[src/rtl/rc4_pkg.sv]
// Shared types for the RC4 decrypt sequencer: one-hot phase encoding and the engine memory bundle.
// Pure declarations; no logic, no latency, no flow control.
package rc4_pkg;

  localparam int ADDR_W = 8;
  localparam int DATA_W = 8;
  localparam int KEY_W  = 24;

  typedef enum logic [10:0] {
    IDLE      = 11'b000_0000_0001,
    INIT_GO   = 11'b000_0000_0010,
    INIT_WAIT = 11'b000_0000_0100,
    INIT_ACK  = 11'b000_0000_1000,
    KSA_GO    = 11'b000_0001_0000,
    KSA_WAIT  = 11'b000_0010_0000,
    KSA_ACK   = 11'b000_0100_0000,
    PRGA_GO   = 11'b000_1000_0000,
    PRGA_WAIT = 11'b001_0000_0000,
    PRGA_ACK  = 11'b010_0000_0000,
    DONE      = 11'b100_0000_0000
  } phase_t;

  typedef enum logic [1:0] {
    ENG_NONE,
    ENG_INIT,
    ENG_KSA,
    ENG_PRGA
  } eng_t;

  typedef struct packed {
    logic [ADDR_W-1:0] addr;
    logic [DATA_W-1:0] wrdata;
    logic              wren;
  } mem_req_t;

  // Engine that legitimately owns a phase, including its ACK cycle.
  function automatic eng_t phase_owner(phase_t p);
    case (p)
      INIT_GO, INIT_WAIT, INIT_ACK: phase_owner = ENG_INIT;
      KSA_GO, KSA_WAIT, KSA_ACK:    phase_owner = ENG_KSA;
      PRGA_GO, PRGA_WAIT, PRGA_ACK: phase_owner = ENG_PRGA;
      default:                      phase_owner = ENG_NONE;
    endcase
  endfunction

endpackage

[src/rtl/rc4_mem_mux.sv]
// S-memory grant mux and stray-write detector; purely combinational, zero latency.
// No backpressure: engines own the port for whole GO/WAIT phases.
module rc4_mem_mux
  import rc4_pkg::*;
(
  input  phase_t   phase,
  input  mem_req_t init_req,
  input  mem_req_t ksa_req,
  input  mem_req_t prga_req,
  output mem_req_t mem_req,
  output logic     wr_viol
);

  eng_t owner;

  always_comb begin
    owner   = phase_owner(phase);
    mem_req = '0;
    case (phase)
      INIT_GO, INIT_WAIT: mem_req = init_req;
      KSA_GO, KSA_WAIT:   mem_req = ksa_req;
      PRGA_GO, PRGA_WAIT: mem_req = prga_req;
      default:            mem_req = '0;
    endcase
    // The owner writing during its own ACK is dropped silently, not flagged.
    wr_viol = (init_req.wren && owner != ENG_INIT) ||
              (ksa_req.wren  && owner != ENG_KSA)  ||
              (prga_req.wren && owner != ENG_PRGA);
  end

endmodule

[src/rtl/rc4_phase_ctrl.sv]
// RC4 decrypt sequencer: init -> KSA -> PRGA with start/finish/rst handshakes and S-memory ownership.
// Moore outputs straight off the one-hot state; engines stall the sequence by holding finish low.
module rc4_phase_ctrl
  import rc4_pkg::*;
#(
  parameter int CYC_W = 20
) (
  input  logic              clk,
  input  logic              rst_n,
  input  logic              start,
  input  logic              abort,
  input  logic [KEY_W-1:0]  key,
  output logic [KEY_W-1:0]  key_q,
  output logic              busy,
  output logic              done,
  output logic              err,
  output logic [CYC_W-1:0]  cycles,
  output logic              init_start,
  output logic              ksa_start,
  output logic              prga_start,
  input  logic              init_finish,
  input  logic              ksa_finish,
  input  logic              prga_finish,
  output logic              init_rst,
  output logic              ksa_rst,
  output logic              prga_rst,
  input  logic [ADDR_W-1:0] init_addr,
  input  logic [DATA_W-1:0] init_wrdata,
  input  logic              init_wren,
  input  logic [ADDR_W-1:0] ksa_addr,
  input  logic [DATA_W-1:0] ksa_wrdata,
  input  logic              ksa_wren,
  input  logic [ADDR_W-1:0] prga_addr,
  input  logic [DATA_W-1:0] prga_wrdata,
  input  logic              prga_wren,
  output logic [ADDR_W-1:0] mem_addr,
  output logic [DATA_W-1:0] mem_wrdata,
  output logic              mem_wren
);

  phase_t   state;
  logic     abort_q;
  logic     start_acc;
  logic     wr_viol;
  mem_req_t init_req, ksa_req, prga_req, mem_req;

  assign init_req = {init_addr, init_wrdata, init_wren};
  assign ksa_req  = {ksa_addr, ksa_wrdata, ksa_wren};
  assign prga_req = {prga_addr, prga_wrdata, prga_wren};

  rc4_mem_mux u_mux (
    .phase    (state),
    .init_req (init_req),
    .ksa_req  (ksa_req),
    .prga_req (prga_req),
    .mem_req  (mem_req),
    .wr_viol  (wr_viol)
  );

  assign mem_addr   = mem_req.addr;
  assign mem_wrdata = mem_req.wrdata;
  assign mem_wren   = mem_req.wren;

  // Abort out of DONE wins over a simultaneous restart.
  assign start_acc = start && (state == IDLE || (state == DONE && !abort));

  always_ff @(posedge clk or negedge rst_n) begin
    if (!rst_n) begin
      state   <= IDLE;
      abort_q <= 1'b0;
      key_q   <= '0;
      err     <= 1'b0;
      cycles  <= '0;
    end else begin
      abort_q <= 1'b0;
      if (abort && state != IDLE) begin
        state   <= IDLE;
        abort_q <= 1'b1;
      end else begin
        case (state)
          IDLE, DONE: if (start) state <= INIT_GO;
          INIT_GO:    state <= INIT_WAIT;
          INIT_WAIT:  if (init_finish) state <= INIT_ACK;
          INIT_ACK:   state <= KSA_GO;
          KSA_GO:     state <= KSA_WAIT;
          KSA_WAIT:   if (ksa_finish) state <= KSA_ACK;
          KSA_ACK:    state <= PRGA_GO;
          PRGA_GO:    state <= PRGA_WAIT;
          PRGA_WAIT:  if (prga_finish) state <= PRGA_ACK;
          PRGA_ACK:   state <= DONE;
          default:    state <= IDLE;
        endcase
      end

      if (start_acc) begin
        key_q  <= key;
        err    <= 1'b0;
        cycles <= '0;
      end else begin
        if (wr_viol) err <= 1'b1;
        if (busy && cycles != '1) cycles <= cycles + CYC_W'(1);
      end
    end
  end

  assign busy       = !(state == IDLE || state == DONE);
  assign done       = (state == DONE);
  assign init_start = (state == INIT_GO);
  assign ksa_start  = (state == KSA_GO);
  assign prga_start = (state == PRGA_GO);
  // abort_q is the IDLE cycle right after an abort; every engine is sent home.
  assign init_rst   = (state == INIT_ACK) || abort_q;
  assign ksa_rst    = (state == KSA_ACK)  || abort_q;
  assign prga_rst   = (state == PRGA_ACK) || abort_q;

endmodule

[config.mk]
export PLATFORM = sky130hd
export DESIGN_NAME = rc4_phase_ctrl
export DESIGN_NICKNAME = d
export VERILOG_FILES = /design/src/rtl/rc4_pkg.sv /design/src/rtl/rc4_mem_mux.sv /design/src/rtl/rc4_phase_ctrl.sv
export SDC_FILE = /design/constraint.sdc
export NUM_CORES = 1
export LEC_CHECK = 0
export BUFFER_PORTS_ARGS = -buffer_cell sky130_fd_sc_hd__buf_2
export CORE_MARGIN = 2
export CORE_UTILIZATION = 25
export DETAILED_ROUTE_END_ITERATION = 8
export HOLD_SLACK_MARGIN = 0.12
export PLACE_DENSITY = 0.49
export SYNTH_ARGS = -nofsm -noshare
export SYNTH_HDL_FRONTEND = slang
export SYNTH_SLANG_ARGS = --single-unit
[constraint.sdc]
create_clock -name clk -period 5.1 [get_ports clk]
set_input_delay 1.02 -clock clk [delete_from_list [all_inputs] [get_ports clk]]
set_output_delay 1.02 -clock clk [all_outputs]
set_load 0.01 [all_outputs]
# == Word-level counts from Yosys, hierarchy flattened ==
# Index checks and enable logic that the tools add are counted.
# classes
n_addsub,1
mul,0
div,0
n_lt_le_gt_ge,0
eq_ne,20
shifts,0
mux,13
n_bitwise,0
n_reduce_logical,26
# ops
op,count
$pmux W11 S10,1
$mux W11,5
$pmux W17 S3,1
$mux W20,2
$add A20 B1 Y20 const B,1
$ne A20 B20 Y1 const B,1
$ne A3 B3 Y1 const B,4
$eq A11 B1 Y1 const B,1
$eq A11 B10 Y1 const B,1
$eq A11 B11 Y1 const B,1
$eq A11 B2 Y1 const B,1
$eq A11 B3 Y1 const B,1
$eq A11 B4 Y1 const B,1
$eq A11 B5 Y1 const B,1
$eq A11 B6 Y1 const B,1
$eq A11 B7 Y1 const B,1
$eq A11 B8 Y1 const B,1
$eq A11 B9 Y1 const B,1
$ne A11 B1 Y1 const B,1
$reduce_or A3 Y1,3
$reduce_or A2 Y1,4
$logic_and A1 B1 Y1,7
$logic_or A1 B1 Y1,7
$pmux W2 S3,1
6 further kinds,11
# totals
register_bits,57
latchBits,0
ram_bits,0
mem_bits_ro,0
in_bits,82
out_inout_bits,70
word_cells,65
n_memories,0

# == Logic depth before layout (Yosys ltp) ==
# Gate-level depths: netlist of the first run.
# depth
depth_word,9
mapped_depth,8
mapped_depth_nobuf,6

# == By module ==
# A second synthesis of the first run with hierarchy kept.
# unflattened
cells_unflattened,325
area_unflattened_um2,3562.2
# modules_own_cells
mod,instances,cells_each,area_per_inst_um2,seq_area_each_um2
rc4_phase_ctrl,1,258,3005.4,1427.6
rc4_mem_mux,1,67,556.8,0.0

# == Worst setup path before layout of the first run ==
# No wires, ideal clock.
# synth_path
path_type,register to output
from,reg state[1]
to,out mem_addr[1]
t_arrival_ps,2173
t_required_ps,4080
slack_ps,1907
path_stages_with_launch,9
n_path_buf,3
cell_sequence,dfrtp_1 buf_4 or4_4 buf_6 or4_4 a21oi_4 buf_6 a222oi_1 inv_1
# synth_between
elab_chain_len,3
word_cells_on_any_way,10
cone_classes,6 x eq/ne; 1 x mux; 3 x reduce/logical
# synth_lines
item,line_no,source
"start, declared",rc4_phase_ctrl.sv:41,phase_t state;
"start signal, assigned",rc4_phase_ctrl.sv:69,state <= IDLE;
"start signal, assigned",rc4_phase_ctrl.sv:77,state <= IDLE;
"start signal, assigned",rc4_phase_ctrl.sv:81,"IDLE, DONE: if (start) state <= INIT_GO;"
"$eq A11 B8 Y1, or another cell as far along",rc4_mem_mux.sv:19,case (phase)
$reduce_or A2 Y1,rc4_mem_mux.sv:19,
$pmux W17 S3 *,rc4_mem_mux.sv:19,
"end, declared",rc4_phase_ctrl.sv:36,"output logic [ADDR_W-1:0] mem_addr,"
# Mark *: on every way between the ends. The rest lies on a longest branch, timed or not.

# == Worst setup path in the final report of the first run ==
# layout_path
from,reg state[5]
to,out mem_wrdata[2]
# layout_between
elab_chain_len,3
word_cells_on_any_way,10
cone_classes,6 x eq/ne; 1 x mux; 3 x reduce/logical
# layout_lines
item,line_no,source
"$eq A11 B8 Y1, or another cell as far along",rc4_mem_mux.sv:19,
$reduce_or A2 Y1,rc4_mem_mux.sv:19,
$pmux W17 S3 *,rc4_mem_mux.sv:19,
"end, declared",rc4_phase_ctrl.sv:37,"output logic [DATA_W-1:0] mem_wrdata,"
# Marked as above.

==> results.json, run 1 <==
{
  "clk_pin_slew_ns": 0.05,
  "cts_tree": "built",
  "rsz0062_at_grt": "no",
  "synth.distinct_cells": 44,
  "clock_latency_ns": 0.33,
  "avgSynthCellArea_um2": 8.70,
  "synth_common_cells": "nand2_1, dfrtp_1, nor2_1",
  "design_area_um2": 4360,
  "finalWorstPathRequiredPeriod_ns": 3.91,
  "gp_congestion": 0.808,
  "syn-cell-area_um2": 3180,
  "die_h_um": 117,
  "antenna_left": 0,
  "critical_path_class": "flip-flop to output pin",
  "worst_pin_slew_ns": 1.10,
  "crit_chain": "or4_4 -> or3_1 -> nor3_4 -> a222oi_1 -> inv_1 -> buf_2",
  "cp-end-kind": "output pin",
  "area_delta_synth_final_pct": 36.9,
  "synth_top_cell_by_area": "dfrtp_1",
  "yosysMostFrequentCell": "nand2_1",
  "synthFlopType": "dfrtp_1",
  "antenna_found_initial": 1,
  "dpl.hpwl_mm": 7.03,
  "min-delay-start": "key_q[4]$_DFFE_PN0P_",
  "coreArea_um2": 12500,
  "grt_pass1_wl_mm": 14.6,
  "htree_levels": 3,
  "route.detailed.drc": 0,
  "track_usage_pct": 13.9,
  "syn_nets": 449,
  "wl_per_cell_um": 14.3,
  "cp_data_required_time_ns": 4.08,
  "grt_pass1_vias": 3031,
  "r2r-end": "state[6]$_DFFE_PN0P_",
  "via_count": 3189,
  "synth_edf_count": 0,
  "dieArea_um2": 13700,
  "reg2reg_slack_ns": 2.60,
  "min_path_cells": 2,
  "postSynth.asyncResetShare_pct": 100,
  "setup_tns_ns": 0,
  "leakage_uw": 0.00247,
  "ys_ff_latch": 57,
  "cts_hold_buffers": 0,
  "fp.dieW_um": 117,
  "cts_setup_buffers": 0,
  "io-pin-count": 152,
  "syn_inst": 366,
  "yosys_warnings": 0,
  "grt_max_degree": 58,
  "synthTopCellsByArea": "dfrtp_1, nand2_1, a222oi_1, mux2i_1, nor2_1",
  "setup_violations": 0,
  "r2r_start": "state[3]$_DFFE_PN0P_",
  "max_clock_freq_mhz": 255,
  "ir_worst_vdd_v": 0.000226,
  "ctsRootBufferMaster": "clkbuf_16",
  "synth_top_area_share_pct": 44.0,
  "drtIter0Drc": 140,
  "fillCellCount": 1339,
  "io_buffers": 151,
  "synth-seq-area-share_pct": 44.9,
  "max_cap_viol_count": 0,
  "nets": 588,
  "start_util_pct": 25.4,
  "antennaDiodeCount": 0,
  "whs_ns": 0.462,
  "postCtsResizedCells": 0,
  "numCtsBuffers": 9,
  "fin_crit_sh_pct": 76.7,
  "crit_arrival_ns": 2.89,
  "cpMaxStageDelayCell": "nor3_4",
  "wirelength_mm": 9.78,
  "hold_end": "key_q[4]$_DFFE_PN0P_",
  "drt-pass1-iter-count": 5,
  "slowest_delay_ns": 0.59,
  "fin_skew_ns": 0.00972,
  "ctsLongestPathBuffers": 2,
  "crit_path_max_fanout": 17,
  "r2r_cells": 4,
  "place_area_um2": 4040,
  "power.density_nw_per_um2": 467,
  "outcome": "completed",
  "globalRouteOverflowTotal": 0,
  "slew_viol_final": 0,
  "final-hold-violation-count": 0,
  "layout-drive-gt1-share_pct": 34.5,
  "num_rows": 41,
  "critPathLaunchType": "flip-flop",
  "viasPerCell": 4.68,
  "slew_headroom_pct": 26.4,
  "hold_class": "flip-flop to flip-flop",
  "clkSinkCount": 57
}
## state kept, by name, summed over array words and instances, names as in the netlist
register / flops
abort_q: 1
cycles: 20
err: 1
key_q: 24
state: 11
## placed cells by master (no fill, tap or decap), types with 3 or more instances in the layout
| cell type | instances |
|---|---|
| nor2_1 | 24 |
| xor2_1 | 7 |
| or4_4 | 3 |
| a222oi_1 | 17 |
| dfrtp_1 | 56 |
| o21ai_0 | 10 |
| clkbuf_16 | 9 |
| nand4_1 | 13 |
| mux2i_1 | 14 |
| and3_1 | 4 |
| a21oi_1 | 5 |
| buf_2 | 151 |
| nor3_1 | 11 |
| and2_1 | 4 |
| nand2b_1 | 10 |
| nand3_1 | 11 |
| nor3b_1 | 3 |
| inv_1 | 21 |
| or3_1 | 6 |
| nand2_1 | 96 |
## worst max-delay path: cells and delay by family, from the launching register on
family                 cells  cell delay [ns]
AO/OA/AOI/OAI              1             0.18
buffers and inverters      2             0.24
AND/OR/NAND/NOR            3             1.63
flip-flops                 1             0.50
## worst max path at each step
stage,endpoint,slack [ns],start,cells after the start
global placement,mem_wren,1.65,state[5]$_DFFE_PN0P_,6
global route,mem_addr[4],1.01,state[5]$_DFFE_PN0P_,6
detailed placement,mem_wrdata[4],1.54,state[5]$_DFFE_PN0P_,6
finish,mem_wrdata[2],1.19,state[5]$_DFFE_PN0P_,6
floorplan,mem_addr[1],1.91,state[1]$_DFFE_PN0P_,8
CTS,mem_wrdata[4],1.18,state[5]$_DFFE_PN0P_,6
## area by class of cell
cell class,instances,area [um2],share of cell area [%]
inverters,21,78.8,1.81
well taps,172,215,4.94
clock buffers,11,243,5.57
repair buffers,153,771,17.7
multi-input cells,263,1540,35.4
clock inverters,5,78.8,1.81
flip-flops and latches,57,1430,32.8
## through the flow
| step | util [%] | total power (uW) | setup slack, ns | std cells |
|---|---|---|---|---|
| after floorplan | - | 1130 | 1.91 | 366 |
| after global placement | 32.2 | 1400 | 1.65 | 666 |
| after detailed placement | 32.2 | 1400 | 1.54 | 666 |
| after CTS | 34.8 | 2070 | 1.18 | 682 |
| after global routing | 34.8 | 2190 | 1.01 | 682 |
| final | 34.8 | 2040 | 1.19 | 682 |
## power breakdown
part,internal (uW),switching (uW),total (uW)
registers,576,89.3,665
logic,272,452,725
clock network,439,207,646
## kinds of logic after synthesis
family,synth area share (%)
simple gates,30.6
flops,44.9
buf+inv,6.68
compound gates,10.6
mux,4.40
xor+xnor,2.48
fa+ha+maj,0.393
## layer usage
| layer | part of all wire [%] | vias up | GRT usage, % | routed length, um |
|---|---|---|---|---|
| li1 | - | 1549 | - | - |
| met5 | 0 | - | 0 | 0 |
| met4 | 1.0 | 0 | 6.27 | 99 |
| met2 | 45 | 152 | 23.6 | 4410 |
| met1 | 44 | 1480 | 16.2 | 4270 |
| met3 | 10 | 8 | 4.38 | 999 |
Power figures use the tool's default switching activity.
==> run 2, diff against run 1 <==
- ABC_AREA: unset -> 1
- PLACE_DENSITY: 0.49 -> 0.5
- clock period: 5.1 -> 3.15 ns (I/O delays scaled with it)
==> run 2 against run 1 <==
  * Non-clock buffer count is 3 higher
  * Cell count is 21% higher
  * Hold slack worse by 0.27 ns
  * Flip-flop and latch count stayed put
  * Worst setup slack worse by 0.93 ns
  * Count of clock-buffer cells in the layout is 3 higher
  * Clock power is 45% higher
  * Critical path depth is 2 higher
  * Area after synthesis is 7.9% higher
  * Core utilization is 0.19 points lower
  * Sequential share of layout area is 1.9 points lower
  * Largest cell class unchanged
==> results.json, run 2 <==
{
  "numCtsBuffers": 9,
  "max_clock_freq_mhz": 345,
  "hold_class": "input pin to async pin",
  "postCtsResizedCells": 0,
  "track_usage_pct": 14.1,
  "via_count": 3670,
  "route.detailed.drc": 0,
  "slew_headroom_pct": 57.2,
  "p_seq_share_pct": 32.0,
  "avgSynthCellArea_um2": 6.91,
  "syn_inst": 497,
  "crit_arrival_ns": 2.27,
  "antennaDiodeCount": 0,
  "setup_tns_ns": 0,
  "synthTopCellsByArea": "dfrtp_1, nand2_1, nand3_1, inv_1, nor2_1",
  "antenna_found_initial": 0,
  "synth-compound-area-share_pct": 3.94,
  "fin_crit_sh_pct": 92.0,
  "synthFlopType": "dfrtp_1",
  "p_int_uw": 2020,
  "io_buffers": 151,
  "gp_congestion": 0.795,
  "syn_nets": 580,
  "synth_top_family_by_area": "simple AND/OR/NAND/NOR gates",
  "coreArea_um2": 13300,
  "setup_violations": 0,
  "wl_per_cell_um": 12.4,
  "num_rows": 42,
  "fp.dieW_um": 121,
  "area_delta_synth_final_pct": 34.6,
  "cp_data_required_time_ns": 2.52,
  "ir_worst_vdd_v": 0.000274,
  "finalWorstPathRequiredPeriod_ns": 2.90,
  "cts_tree": "built",
  "ctsRootBufferMaster": "clkbuf_16",
  "yosys_warnings": 0,
  "synth_top_cell_by_area": "dfrtp_1",
  "grt_pass1_vias": 3503,
  "layout-drive-gt1-share_pct": 28.5,
  "p_clk_share_pct": 27.7,
  "fin_util_pct": 34.6,
  "drt-pass1-iter-count": 4,
  "synth-simple-area-share_pct": 42.3,
  "start_util_pct": 25.7,
  "grt_pass1_wl_mm": 16.5,
  "synth_top_area_share_pct": 40.8,
  "clk_pin_slew_ns": 0.05,
  "combPwrFrac_pct": 40.4,
  "cts_setup_buffers": 0,
  "viasPerCell": 4.43,
  "synth_xor_area_share_pct": 3.06,
  "die_h_um": 121,
  "grt_max_degree": 48,
  "leakage_uw": 0.00264,
  "synth-seq-area-share_pct": 41.6,
  "clock_latency_ns": 0.32,
  "rsz0062_at_grt": "no",
  "synth_edf_count": 0,
  "top_register": "key_q",
  "critPathLaunchType": "flip-flop",
  "antenna_left": 0,
  "cp-end-kind": "output pin",
  "wirelength_mm": 10.2,
  "final_cell_mix": "nand2_1, buf_2, nand3_1",
  "cts_hold_buffers": 0,
  "crit_path_max_fanout": 17,
  "largest_reg_flops": 24,
  "synth_common_cells": "nand2_1, nand3_1, dfrtp_1",
  "worst_pin_slew_ns": 0.641,
  "yosysMostFrequentCell": "nand2_1",
  "dpl.hpwl_mm": 7.75,
  "slew_viol_final": 0,
  "synthAdderAreaFrac_pct": 0.364,
  "synthMuxAreaShare_pct": 0,
  "htree_levels": 3,
  "globalRouteOverflowTotal": 0,
  "max_cap_viol_count": 0,
  "io-pin-count": 152,
  "dieArea_um2": 14700,
  "fin_skew_ns": 0.00752,
  "postSynth.asyncResetShare_pct": 100,
  "critical_path_class": "flip-flop to output pin",
  "layout_commonest_cell": "nand2_1",
  "clkSinkCount": 57,
  "synth.distinct_cells": 28,
  "p_sw_uw": 1370,
  "syn-cell-area_um2": 3430,
  "ctsLongestPathBuffers": 2,
  "ys_ff_latch": 57,
  "drtIter0Drc": 166,
  "nets": 730,
  "outcome": "completed",
  "final-hold-violation-count": 0,
  "power.density_nw_per_um2": 732,
  "switching_share_pct": 40.4,
  "largestRegisters": "key_q (24), cycles (20), state (11)"
}
[run 2: cell types whose count changed in the layout (fill, tap and decap cells not counted), sizes merged, moves of 5 or more]
cell	delta
nand2	+103
nand3	+63
inv	+25
nor2	+21
a222oi	-17
mux2i	-14
o21ai	+14
nand2b	-10
nand4	-9
a21oi	-6
or3	-6
or4	-5
[run 2: cell families (layout without fill, tap and decap cells)]
| kind of cell | Yosys count | after routing |
|---|---|---|
| buf+inv | 65 | 220 |
| compound gates | 26 | 26 |
| xor+xnor | 12 | 12 |
| simple gates | 336 | 336 |
| fa+ha+maj | 1 | 1 |
| flops | 57 | 57 |
[run 2: cell type report]
class	instances	area [um2]
Clock buffer	14	284
Clock inverter	2	10.0
Fill cell	1434	8730
Inverter	48	181
Multi-Input combinational cell	375	1700
Sequential cell	57	1430
Tap cell	176	220
Timing Repair Buffer	156	793
[run 2: power groups by stage]
stage / clock, uW / sequential (uW) / combinational [uW]
4_1_cts: 972 / 1080 / 1400
2_1_floorplan: 0 / 1150 / 856
3_3_place_gp: 0 / 1080 / 1380
6_report: 936 / 1080 / 1370
3_5_place_dp: 0 / 1080 / 1400
5_1_grt: 1000 / 1110 / 1570
[run 2: worst paths after layout]
check                                       from                     end  slack [ns]  cells past startpoint
setup reg to reg           cycles[0]$_DFFE_PN0P_   cycles[6]$_DFFE_PN0P_        0.93                     10
hold / removal                             rst_n  cycles[16]$_DFFE_PN0P_        0.19                      1
min in group clk           key_q[19]$_DFFE_PN0P_   key_q[19]$_DFFE_PN0P_        0.47                      2
max in group asynchronous                  rst_n    state[0]$_DFFE_PN1P_        2.31                      2
hold reg to reg            key_q[19]$_DFFE_PN0P_   key_q[19]$_DFFE_PN0P_        0.47                      2
setup / recovery            state[0]$_DFFE_PN1P_             mem_addr[1]        0.25                      8
[run 2: critical path, cell delays in order, from the launching register on]
cell and delay (ns):
dfstp_2 0.53, nor2_1 0.07, inv_1 0.08, nor2_1 0.05
o21ai_0 0.30, clkinv_1 0.48, nand2_1 0.19, nand3_1 0.10
buf_2 0.15
[run 2: metrics by stage]
stage	hold slack [ns]	instance area (um2)	total power (uW)	cells	setup WS (ns)
final	0.191	4620	3380	828	0.253
after floorplan	0.334	3430	2010	497	1.00
after global routing	0.211	4620	3680	828	0.0266
after detailed placement	0.461	4330	2490	812	0.592
after global placement	0.458	4330	2460	812	0.701
after CTS	0.196	4620	3450	828	0.243
[run 2: layer usage]
layer | wire, um | global-route usage [%] | vias to the layer above
met5 | 0 | 0 | -
met4 | 157 | 4.89 | 0
met3 | 754 | 3.01 | 12
met2 | 4640 | 23.5 | 137
met1 | 4700 | 17.9 | 1654
li1 | - | - | 1867
==> run 3, diff against run 2 <==
--- a/config.mk
+++ b/config.mk
@@ -13,4 +13,5 @@
 export HOLD_SLACK_MARGIN = 0.12
 export PLACE_DENSITY = 0.5
+export SLEW_MARGIN = 20
 export SYNTH_ARGS = -nofsm -noshare
 export SYNTH_HDL_FRONTEND = slang
==> constraint.sdc (replaced) <==
create_clock -name clk -period 3.15 [get_ports clk]
set_input_delay 0.315 -clock clk [delete_from_list [all_inputs] [get_ports clk]]
set_output_delay 0.315 -clock clk [all_outputs]
set_load 0.01 [all_outputs]
==> run 3 against run 2 <==
  * Maximum frequency up 13%
  * Hold slack worse by 0.011 ns
  * Routed wire length about the same
  * Critical path depth unchanged
  * Flip-flop and latch count did not move
  * Final area down 0.65%
  * First-iteration DRC count rose by 13%
  * Global-route usage shrank 0.24 points
  * Core utilization decreased by 0.22 points
  * Non-clock buffer count shrank 1
  * Critical path type unchanged
  * Critical endpoint is now mem_wrdata[6]
==> results.json, run 3 (same netlist as run 2, synthesis figures left out) <==
{
  "outcome": "completed",
  "critical_path_class": "flip-flop to output pin",
  "clkSinkCount": 57,
  "top_register": "key_q",
  "layout-drive-gt1-share_pct": 28.1,
  "place_area_um2": 4310,
  "grt_max_degree": 63,
  "grt_pass1_wl_mm": 16.2,
  "fin_crit_sh_pct": 81.5,
  "area_delta_synth_final_pct": 33.7,
  "fin_util_pct": 34.4,
  "crit_path_end": "mem_wrdata[6]",
  "track_usage_pct": 13.8,
  "viasPerCell": 4.44,
  "die_h_um": 121,
  "max_cap_viol_count": 0,
  "antennaDiodeCount": 0,
  "crit_start": "state[0]$_DFFE_PN1P_",
  "leakage_uw": 0.00263,
  "gp_congestion": 0.832,
  "power.density_nw_per_um2": 722,
  "route.detailed.drc": 0,
  "reg2reg_slack_ns": 0.97,
  "num_rows": 42,
  "cp_data_required_time_ns": 2.83,
  "setup_tns_ns": 0,
  "design_area_um2": 4590,
  "wirelength_mm": 10.2,
  "cp-end-kind": "output pin",
  "final_cell_mix": "nand2_1, buf_2, nand3_1",
  "max_clock_freq_mhz": 390,
  "setup_violations": 0,
  "largestRegisters": "key_q (24), cycles (20), state (11)",
  "r2r_start": "cycles[0]$_DFFE_PN0P_",
  "wl_per_cell_um": 12.4,
  "ctsLongestPathBuffers": 2,
  "hold_class": "input pin to flip-flop",
  "start_util_pct": 25.7,
  "worst_pin_slew_ns": 0.651,
  "fillCellCount": 1429,
  "cts_hold_buffers": 0,
  "crit_arrival_ns": 2.25,
  "antenna_left": 0,
  "postCtsResizedCells": 0,
  "ctsRootBufferMaster": "clkbuf_16",
  "critPathLaunchType": "flip-flop",
  "via_count": 3676,
  "drt-pass1-iter-count": 4,
  "multiInputGateArea_um2": 1700,
  "register_area_um2": 1430,
  "finalWorstPathRequiredPeriod_ns": 2.57,
  "htree_levels": 3,
  "clock_latency_ns": 0.32,
  "globalRouteOverflowTotal": 0,
  "rsz0062_at_grt": "no",
  "cts_tree": "built",
  "slew_viol_final": 0,
  "io-pin-count": 152,
  "largest_reg_flops": 24,
  "layout_commonest_cell": "nand2_1",
  "fin_skew_ns": 0.00921,
  "clk_pin_slew_ns": 0.05,
  "dieArea_um2": 14700,
  "nets": 729,
  "drtIter0Drc": 188,
  "final-hold-violation-count": 0,
  "numCtsBuffers": 9,
  "r2r_cells": 10,
  "fp.dieW_um": 121,
  "coreArea_um2": 13300,
  "slew_headroom_pct": 56.6,
  "antenna_found_initial": 0,
  "io_buffers": 151,
  "dpl.hpwl_mm": 7.65,
  "grt_pass1_vias": 3389,
  "crit_path_max_fanout": 17,
  "ir_worst_vdd_v": 0.000300,
  "cts_setup_buffers": 0,
  "r2r-end": "cycles[4]$_DFFE_PN0P_"
}
[run 3: layout make-up]
| class | count | area share [%] |
|---|---|---|
| Multi-Input combinational cell | 375 | 37.1 |
| Timing Repair Buffer | 155 | 17.2 |
| Clock inverter | 4 | 0.436 |
| Inverter | 48 | 3.95 |
| Clock buffer | 12 | 5.37 |
| Tap cell | 176 | 4.80 |
| Sequential cell | 57 | 31.1 |
[run 3: power breakdown]
group | switching [uW] | internal, uW | total (uW)
clock | 320 | 547 | 867
combinational | 917 | 455 | 1370
sequential | 136 | 941 | 1080
[run 3: per-layer routing]
metal,wire length [um],GRT usage (%),vias up,part of all wire [%]
met2,4680,22.3,149,46
met3,911,4.18,15,8.9
met5,0,0,-,0
li1,-,-,1861,-
met1,4430,17.1,1651,43
met4,226,5.96,0,2.2
[run 3: worst min path at each step]
stage          slack, ns               endpoint                  start  depth (start not counted)
2_1_floorplan       0.02      abort_q$_DFF_PN0_                  rst_n                          0
3_3_place_gp        0.46  key_q[19]$_DFFE_PN0P_  key_q[19]$_DFFE_PN0P_                          2
3_5_place_dp        0.46   key_q[2]$_DFFE_PN0P_   key_q[2]$_DFFE_PN0P_                          2
4_1_cts             0.17  key_q[13]$_DFFE_PN0P_                key[13]                          3
5_1_grt             0.17   key_q[4]$_DFFE_PN0P_                 key[4]                          3
6_report            0.18   key_q[4]$_DFFE_PN0P_                 key[4]                          3
[run 3: critical path, cell delays in order, from the launching register on]
cell and delay, ns:
dfstp_2 0.53, nor2_1 0.06, inv_1 0.07, nor2_1 0.05, o21ai_0 0.29, clkinv_1 0.49
nand2_1 0.19, nand3_1 0.09, buf_2 0.15
[run 3: per-stage QoR]
stage	power, uW	setup WS (ns)	cells	hold slack, ns
after global routing	3590	0.350	827	0.174
after floorplan	2010	1.32	497	0.0194
after CTS	3380	0.574	826	0.166
final	3310	0.584	827	0.180
after detailed placement	2480	0.930	810	0.463
after global placement	2450	0.987	810	0.459
